## src/rtl/logic_unit_arbiter.sv

```systemverilog
// Two-port round-robin arbiter in front of a shared WIDTH-bit bitwise logic unit.
// Each operation runs IDLE -> EXEC -> RESP, and the result is held until its owner accepts it.
module logic_unit_arbiter #(
    parameter int WIDTH = 32
) (
    input  logic             clk,
    input  logic             rst,
    input  logic             req0_valid,
    output logic             req0_ready,
    input  logic [1:0]       req0_op,
    input  logic [WIDTH-1:0] req0_a,
    input  logic [WIDTH-1:0] req0_b,
    output logic             resp0_valid,
    input  logic             resp0_ready,
    input  logic             req1_valid,
    output logic             req1_ready,
    input  logic [1:0]       req1_op,
    input  logic [WIDTH-1:0] req1_a,
    input  logic [WIDTH-1:0] req1_b,
    output logic             resp1_valid,
    input  logic             resp1_ready,
    output logic [WIDTH-1:0] res_data,
    output logic             res_zero,
    output logic             busy
);

    // state | meaning
    // IDLE  | arbitrate the valid requests; the winner's ready is asserted
    // EXEC  | one cycle: evaluate the latched op and register the result
    // RESP  | the owner's resp_valid is high and the result is held until resp_ready
    typedef enum logic [1:0] {IDLE, EXEC, RESP} state_t;

    state_t           state;
    logic             last_grant;
    logic             owner;
    logic [1:0]       op_q;
    logic [WIDTH-1:0] a_q;
    logic [WIDTH-1:0] b_q;
    logic [WIDTH-1:0] f;
    logic             winner;
    logic             idle_ok;
    logic             accept;
    logic             resp_done;

    assign idle_ok = (state == IDLE) && !rst;

    // On a tie the port that did not win last time gets the grant.
    always_comb begin
        winner = req1_valid;
        if (req0_valid && req1_valid)
            winner = ~last_grant;
    end

    assign req0_ready = idle_ok && req0_valid && !winner;
    assign req1_ready = idle_ok && req1_valid && winner;
    assign accept     = req0_ready || req1_ready;
    assign resp_done  = owner ? resp1_ready : resp0_ready;

    // NOR is a bitwise operation over the full width, not a logical reduction.
    always_comb begin
        f = '0;
        case (op_q)
            2'b00:   f = a_q & b_q;
            2'b01:   f = a_q | b_q;
            2'b10:   f = ~(a_q | b_q);
            default: f = a_q ^ b_q;
        endcase
    end

    always_ff @(posedge clk) begin
        if (rst) begin
            state       <= IDLE;
            last_grant  <= 1'b1;
            owner       <= 1'b0;
            op_q        <= 2'b00;
            a_q         <= '0;
            b_q         <= '0;
            res_data    <= '0;
            res_zero    <= 1'b1;
            resp0_valid <= 1'b0;
            resp1_valid <= 1'b0;
            busy        <= 1'b0;
        end else begin
            case (state)
                IDLE: begin
                    if (accept) begin
                        owner      <= winner;
                        last_grant <= winner;
                        op_q       <= winner ? req1_op : req0_op;
                        a_q        <= winner ? req1_a  : req0_a;
                        b_q        <= winner ? req1_b  : req0_b;
                        busy       <= 1'b1;
                        state      <= EXEC;
                    end
                end
                EXEC: begin
                    res_data    <= f;
                    res_zero    <= (f == '0);
                    resp0_valid <= !owner;
                    resp1_valid <= owner;
                    state       <= RESP;
                end
                RESP: begin
                    if (resp_done) begin
                        resp0_valid <= 1'b0;
                        resp1_valid <= 1'b0;
                        busy        <= 1'b0;
                        state       <= IDLE;
                    end
                end
                default: begin
                    resp0_valid <= 1'b0;
                    resp1_valid <= 1'b0;
                    busy        <= 1'b0;
                    state       <= IDLE;
                end
            endcase
        end
    end

endmodule

```

## config.mk

```make
export PLATFORM = sky130hd
export DESIGN_NAME = logic_unit_arbiter
export DESIGN_NICKNAME = d
export VERILOG_FILES = /design/src/rtl/logic_unit_arbiter.sv
export SDC_FILE = /design/constraint.sdc
export NUM_CORES = 1
export LEC_CHECK = 0
export CAP_MARGIN = 5
export CORE_MARGIN = 5
export CORE_UTILIZATION = 28
export DETAILED_ROUTE_END_ITERATION = 8
export GPL_TIMING_DRIVEN = 0
export PLACE_DENSITY = 0.54
export SYNTH_ARGS = -nofsm -noshare
export SYNTH_HDL_FRONTEND = slang
export SYNTH_SLANG_ARGS = --single-unit
```

## constraint.sdc

```tcl
create_clock -name clk -period 2.4 [get_ports clk]
set_input_delay 0.72 -clock clk [delete_from_list [all_inputs] [get_ports clk]]
set_output_delay 0.72 -clock clk [all_outputs]
set_load 0.05 [all_outputs]
```

==> impl_metrics.env <==
export IMPL_drc=0
export IMPL_fmax_mhz=423.8
export IMPL_syn_to_final_growth_pct=38.69
export IMPL_routedWlPerCell_um=16.59
export IMPL_cap_viol_max_count=0
export IMPL_first_global_vias=5790
export IMPL_h_tree_depth=3
export IMPL_layout_commonest_cell="clkdlybuf4s50_1"
export IMPL_drt_iter0_drc=248
export IMPL_min_period_ns=2.360
export IMPL_clock_latency_ns=0.36
export IMPL_avgSynthCellArea_um2=8.186
export IMPL_ys_seq_area_share_pct=32.86
export IMPL_utilization_pct=39.44
export IMPL_wirelength_um=21000
export IMPL_synth_area_leader_cell="dfxtp_1"
export IMPL_globalRouteTotalUtil_pct=15.71
export IMPL_via_per_inst=4.661
export IMPL_slowest_stage="a21boi_4"
export IMPL_rsz0062_at_grt="no"
export IMPL_synth_distinct_cells=36
export IMPL_finalSetupViolCount=0
export IMPL_grt_pass1_wl_um=32250
export IMPL_p_per_area_nw_per_um2=599.1
export IMPL_die_h_um=161.9
export IMPL_cts_buffer_depth=2
export IMPL_io_buffers=174
export IMPL_num_rows=55
export IMPL_end_kind="output port"
export IMPL_io_pins=176
export IMPL_postRouteAntennaNets=0
export IMPL_slew_headroom_pct=56.00
export IMPL_setup_ws_ns=0.04021
export IMPL_die_w_um=161.9
export IMPL_slew_violations=0
export IMPL_core_um2=22710
export IMPL_cts_tree="yes"
export IMPL_crit_chain="buf_2 -> a21boi_4 -> clkbuf_8 -> buf_12 -> and2_4 -> buf_8"
export IMPL_root_buffer="clkbuf_16"
export IMPL_leakagePower_nw=3.533
export IMPL_hpwlAfterDp_um=17050
export IMPL_crit_path_max_incr_delay_ns=0.23
export IMPL_cts_hold_buf=0
export IMPL_tightestPinTransition_ns=0.6600
export IMPL_hold_violations=0
export IMPL_setup_worst_path_class="in -> out"
export IMPL_required_ns=1.68
export IMPL_syn_area_um2=6459
export IMPL_overflow=0
export IMPL_run_status="finished, final reports clean"
export IMPL_vias=5901
export IMPL_die_area_um2=26200
export IMPL_ir_drop_mv=0.2836
export IMPL_ys_top_cells_by_area="dfxtp_1 33%, ha_1 12%, mux2i_1 11%"
export IMPL_cp_arrival_ns=1.64
export IMPL_antenna_found_initial=0
export IMPL_fillers=2417
export IMPL_place_congestion=0.8180
export IMPL_mostFrequentLayoutCells="170 x clkdlybuf4s50_1, 110 x nor2_1, 106 x dfxtp_1, 92 x a211oi_1, 86 x a21oi_1"
export IMPL_path_clk_slew_ns=0.07
export IMPL_grt_max_degree=17
export IMPL_finClkSkew_ns=0.008609
export IMPL_ys_warn_count=0
export IMPL_cp_max_fo=4
export IMPL_start_kind="primary input"
export IMPL_synth_seq_cells=106
export IMPL_antenna_cells=0
export IMPL_initial_utilization_pct=28.44
export IMPL_dp_slack_ns=-1.735
export IMPL_syn_nets=991
export IMPL_fin_nets=1178
export IMPL_cts_sinks=106
export IMPL_synth_cells=789
export IMPL_firstDrtPassIters=4
export IMPL_drive_gt1_share_pct=6.728
export IMPL_synth_top_area_share_pct=32.86
export IMPL_min_path_type="reg -> reg"
export IMPL_cts_buffers_inserted=9
export IMPL_finalCritPeriodShare_pct=98.32
export IMPL_tns_ns=0
-- worst paths after layout --
path	startpoint	end	slack (ns)	depth (start not counted)
hold reg to reg	res_data[18]	res_data[18]	0.45	2
hold / removal	res_data[18]	res_data[18]	0.45	2
setup / recovery	req1_valid	req1_ready	0.04	6
setup reg to reg	op_q[1]	res_zero	0.13	6
-- sequential cells by signal, summed over array words and instances, names as in the netlist --
register and flops:
op_q 2, res_data 32, resp1_valid 1, b_q 32
last_grant 1, busy 1, resp0_valid 1, owner 1
state 2, res_zero 1, a_q 32
-- layout make-up --
type | count | area [um^2] | area share (%)
tap | 285 | 356.6 | 3.981
sequential | 106 | 2122 | 23.69
inverter | 67 | 251.5 | 2.808
clock buffer | 11 | 242.7 | 2.710
multi-input combinational | 552 | 3789 | 42.30
buffer | 63 | 357.8 | 3.995
clock inverter | 5 | 77.57 | 0.8660
timing repair buffer | 177 | 1760 | 19.65
-- cells in the mapped netlist --
cell        n
nor2_1    111
dfxtp_1   106
a211oi_1   92
a21oi_1    86
mux2i_1    70
inv_1      67
ha_1       64
nand2_1    60
clkbuf_1   31
nor2b_1    27
buf_2      15
buf_1       8
nor4_1      6
o211ai_1    6
buf_6       5
mux2_2      4
o21ai_1     4
buf_4       3
o21ai_0     3
buf_8       2
mux2_4      2
nand4_1     2
nor3_1      2
a21boi_0    1
a21oi_2     1
a22oi_1     1
a31o_2      1
and2_1      1
and3_1      1
and3b_1     1
nand2b_1    1
nand3b_1    1
o21a_1      1
o21ai_2     1
o31ai_2     1
or4b_1      1
-- where the power goes --
part	internal (mW)	leakage (nW)	total, mW	switching [mW]
clock	0.940	0.156	1.60	0.663
sequential	1.92	0.871	2.06	0.145
combinational	0.740	2.51	1.70	0.961
total	3.60	3.53	5.37	1.77
-- worst max-delay path: cells and delay by family --
kind            cells  cell delay, ns
simple gates        1            0.14
buf+inv             4            0.54
compound gates      1            0.23
-- stage by stage --
stage | instances | hold WS [ns] | cell area (um^2) | power [mW]
CTS | 1266 | 0.4566 | 8946 | 5.409
global placement | 1248 | 0.4448 | 8583 | 3.766
floorplan | 789 | 0.4889 | 6485 | 3.116
global route | 1266 | 0.4717 | 8957 | 5.676
detailed placement | 1248 | 0.4470 | 8583 | 3.789
finish | 1266 | 0.4528 | 8957 | 5.366
-- layer usage --
| metal | track usage [%] | part of all wire, % | vias up |
|---|---|---|---|
| met5 | 0 | 0 | - |
| met4 | 4.344 | 1.2 | 0 |
| met3 | 3.146 | 5.9 | 14 |
| met2 | 24.77 | 44 | 159 |
| met1 | 21.91 | 49 | 2652 |
| li1 | - | - | 3076 |
-- what timing repair did --
action	4_1_cts	5_1_grt
gates resized for setup	34	5
endpoints found under the setup margin	65	22
pin swaps	2	1
buffers inserted	3	0
-- cells by family after synthesis --
group	share of synthesized area, %
muxes	12.01
AOI/OAI and AO/OA	19.55
DFF	32.86
buffers and inverters	9.008
and+or+nand+nor	14.18
adders and majority gates	12.40
Note: power is estimated with default switching activity, not from simulation.
==> edit (same settings) <==
Encoding of `state_t`: now one-hot (3 bits for 3 states).
--- a/src/rtl/logic_unit_arbiter.sv
+++ b/src/rtl/logic_unit_arbiter.sv
@@ -29,5 +29,5 @@
     // EXEC  | one cycle: evaluate the latched op and register the result
     // RESP  | the owner's resp_valid is high and the result is held until resp_ready
-    typedef enum logic [1:0] {IDLE, EXEC, RESP} state_t;
+    typedef enum logic [2:0] {IDLE = 3'b001, EXEC = 3'b010, RESP = 3'b100} state_t;
 
     state_t           state;
Formal check against the unedited RTL: no difference found for any inputs over 4 cycles, from zero or initial values and one cycle with rst high; so few cycles prove little.
==> edit against the original RTL <==
Total power rose by 4.1%; wire length shrank 1.9%; sequential power is 3% higher; synthesized area about the same; cell area barely moved; setup slack got worse by 0.0073 ns; non-clock buffer count shrank 1; critical path depth down 2; global-route usage decreased by 0.11 points; count of clock-buffer cells in the layout fell by 1; clock skew grew 0.0060 ns; sequential cell count grew 1; via count shrank 0.78%; synthesized cell count fell by 0.51%; critical path type unchanged.
==> edit: results (changes against the original RTL) <==
Route
  – Via Count: 5,855 (-0.78%)
  – Violation count after the first detailed-route iteration: 245 (-1.2%)
  – Number of detailed-route iterations in the first pass: 4 (unchanged)
  – Final wirelength: 20,600 um (-1.9%)

Cells and area
  – Final #Nets: 1,176 (-0.17%)
  – Share of layout cells above drive strength 1: 6.54% (-0.19 points)

Power and ir drop
  – Maximum vdd drop: 0.297 mV (+4.6%)
  – Int Power: 3.57 mW (-0.75%)
  – Leakage dissipation: 3.49 nW (-1.3%)

Synthesis
  – Mapped Nets: 987 (-0.40%)
  – Synth cell types: 37 (+2.8%)
  – Top post-synthesis cells by area: dfxtp_1, ha_1, a211oi_1
  – Yosys top cell area share: 33.2% (+0.33 points)
  – Synth top cells by count: nor2_1, dfxtp_1, a211oi_1

Run status
  – Status: completed

Global routing
  – GR Util All Layers: 15.6% (-0.11 points)
  – Largest net degree at the start of global routing: 19 (+2)
  – First-pass GRT wire length: 31,700 um (-1.6%)
  – Vias in the first global route: 5,716 (-1.3%)

Placed design
  – Placer Congestion: 0.832 (+1.8%)
  – DP Worst Slack: -1.54 ns (+0.199 ns)
  – Dpl hpwl: 16,400 um (-4.1%)

Critical path
  – Largest fanout on the critical path: 10 (+6)
  – Slowest-stage cell, CP: nor4b_4
  – Worst Path Arrival: 1.65 ns
  – CP max stage delay: 0.26 ns (+0.03 ns)

STA
  – Fin Clk Skew: 0.0146 ns (+0.00602 ns)
  – Max transition margin: 55.3% (-0.66 points)
[edit: changes by cell type in the layout (fill, tap and decap cells not counted), moves of 3 or more]
cell     before  now
buf_2        16   10
buf_4         6   10
a21oi_1      86   81
buf_6         6    9
[edit: area by class of cell]
class / count / area [um2]
clock buffer: 10 / 239
fill: 2326 / 13700
inverter: 65 / 244
clock inverter: 6 / 47.5
sequential: 107 / 2140
buffer: 59 / 325
multi-input combinational: 552 / 3810
timing repair buffer: 180 / 1790
tap: 285 / 357
[edit: worst reg2reg max path, stage by stage (launching register included)]
cell	delay (ns)
dfxtp_1	0.47
buf_6	0.22
mux2_1	0.34
o21ai_1	0.31
nand2_1	0.08
or4_1	0.50
o31ai_1	0.19
[edit: power groups by stage]
stage / Clock, mW / Sequential [mW] / Combinational (mW)
global route: 1.55 / 2.16 / 2.25
global placement: 0 / 2.17 / 1.97
finish: 1.45 / 2.13 / 2.00
detailed placement: 0 / 2.18 / 1.98
CTS: 1.49 / 2.13 / 2.01
floorplan: 0 / 2.19 / 1.23
[edit: path summary, 6_finish.rpt]
path | startpoint | endpoint | slack, ns | cells past startpoint
setup / recovery | rst | req0_ready | 0.03 | 4
hold / removal | res_data[20] | res_data[20] | 0.46 | 2
setup reg to reg | op_q[1] | res_zero | 0.21 | 6
hold reg to reg | res_data[20] | res_data[20] | 0.46 | 2
[edit: logic make-up after synthesis]
kind of cell               share of synthesized area, %
AOI/OAI and AO/OA                                  19.5
and+or+nand+nor                                    14.2
muxes                                              12.2
DFF                                                33.2
buffers and inverters                              8.47
adders and majority gates                          12.4
[edit: timing repair]
| action | in CTS | in global routing |
|---|---|---|
| buffers inserted | 4 | 2 |
| endpoints found under the setup margin | 66 | 43 |
| gates resized for setup | 34 | 6 |
| pin swaps | 1 | 3 |
[edit: layer usage]
layer	part of all wire, %	vias to the layer above	track usage (%)
li1	-	3081	-
met1	46	2620	21.0
met2	48	146	25.9
met3	6.2	8	3.17
met4	0.70	0	3.58
met5	0	-	0
[edit: metrics by stage]
stage,cells,cell area (um2)
after floorplan,785,6500
after global placement,1244,8600
after detailed placement,1244,8600
after CTS,1263,8940
after global routing,1264,8950
final,1264,8950
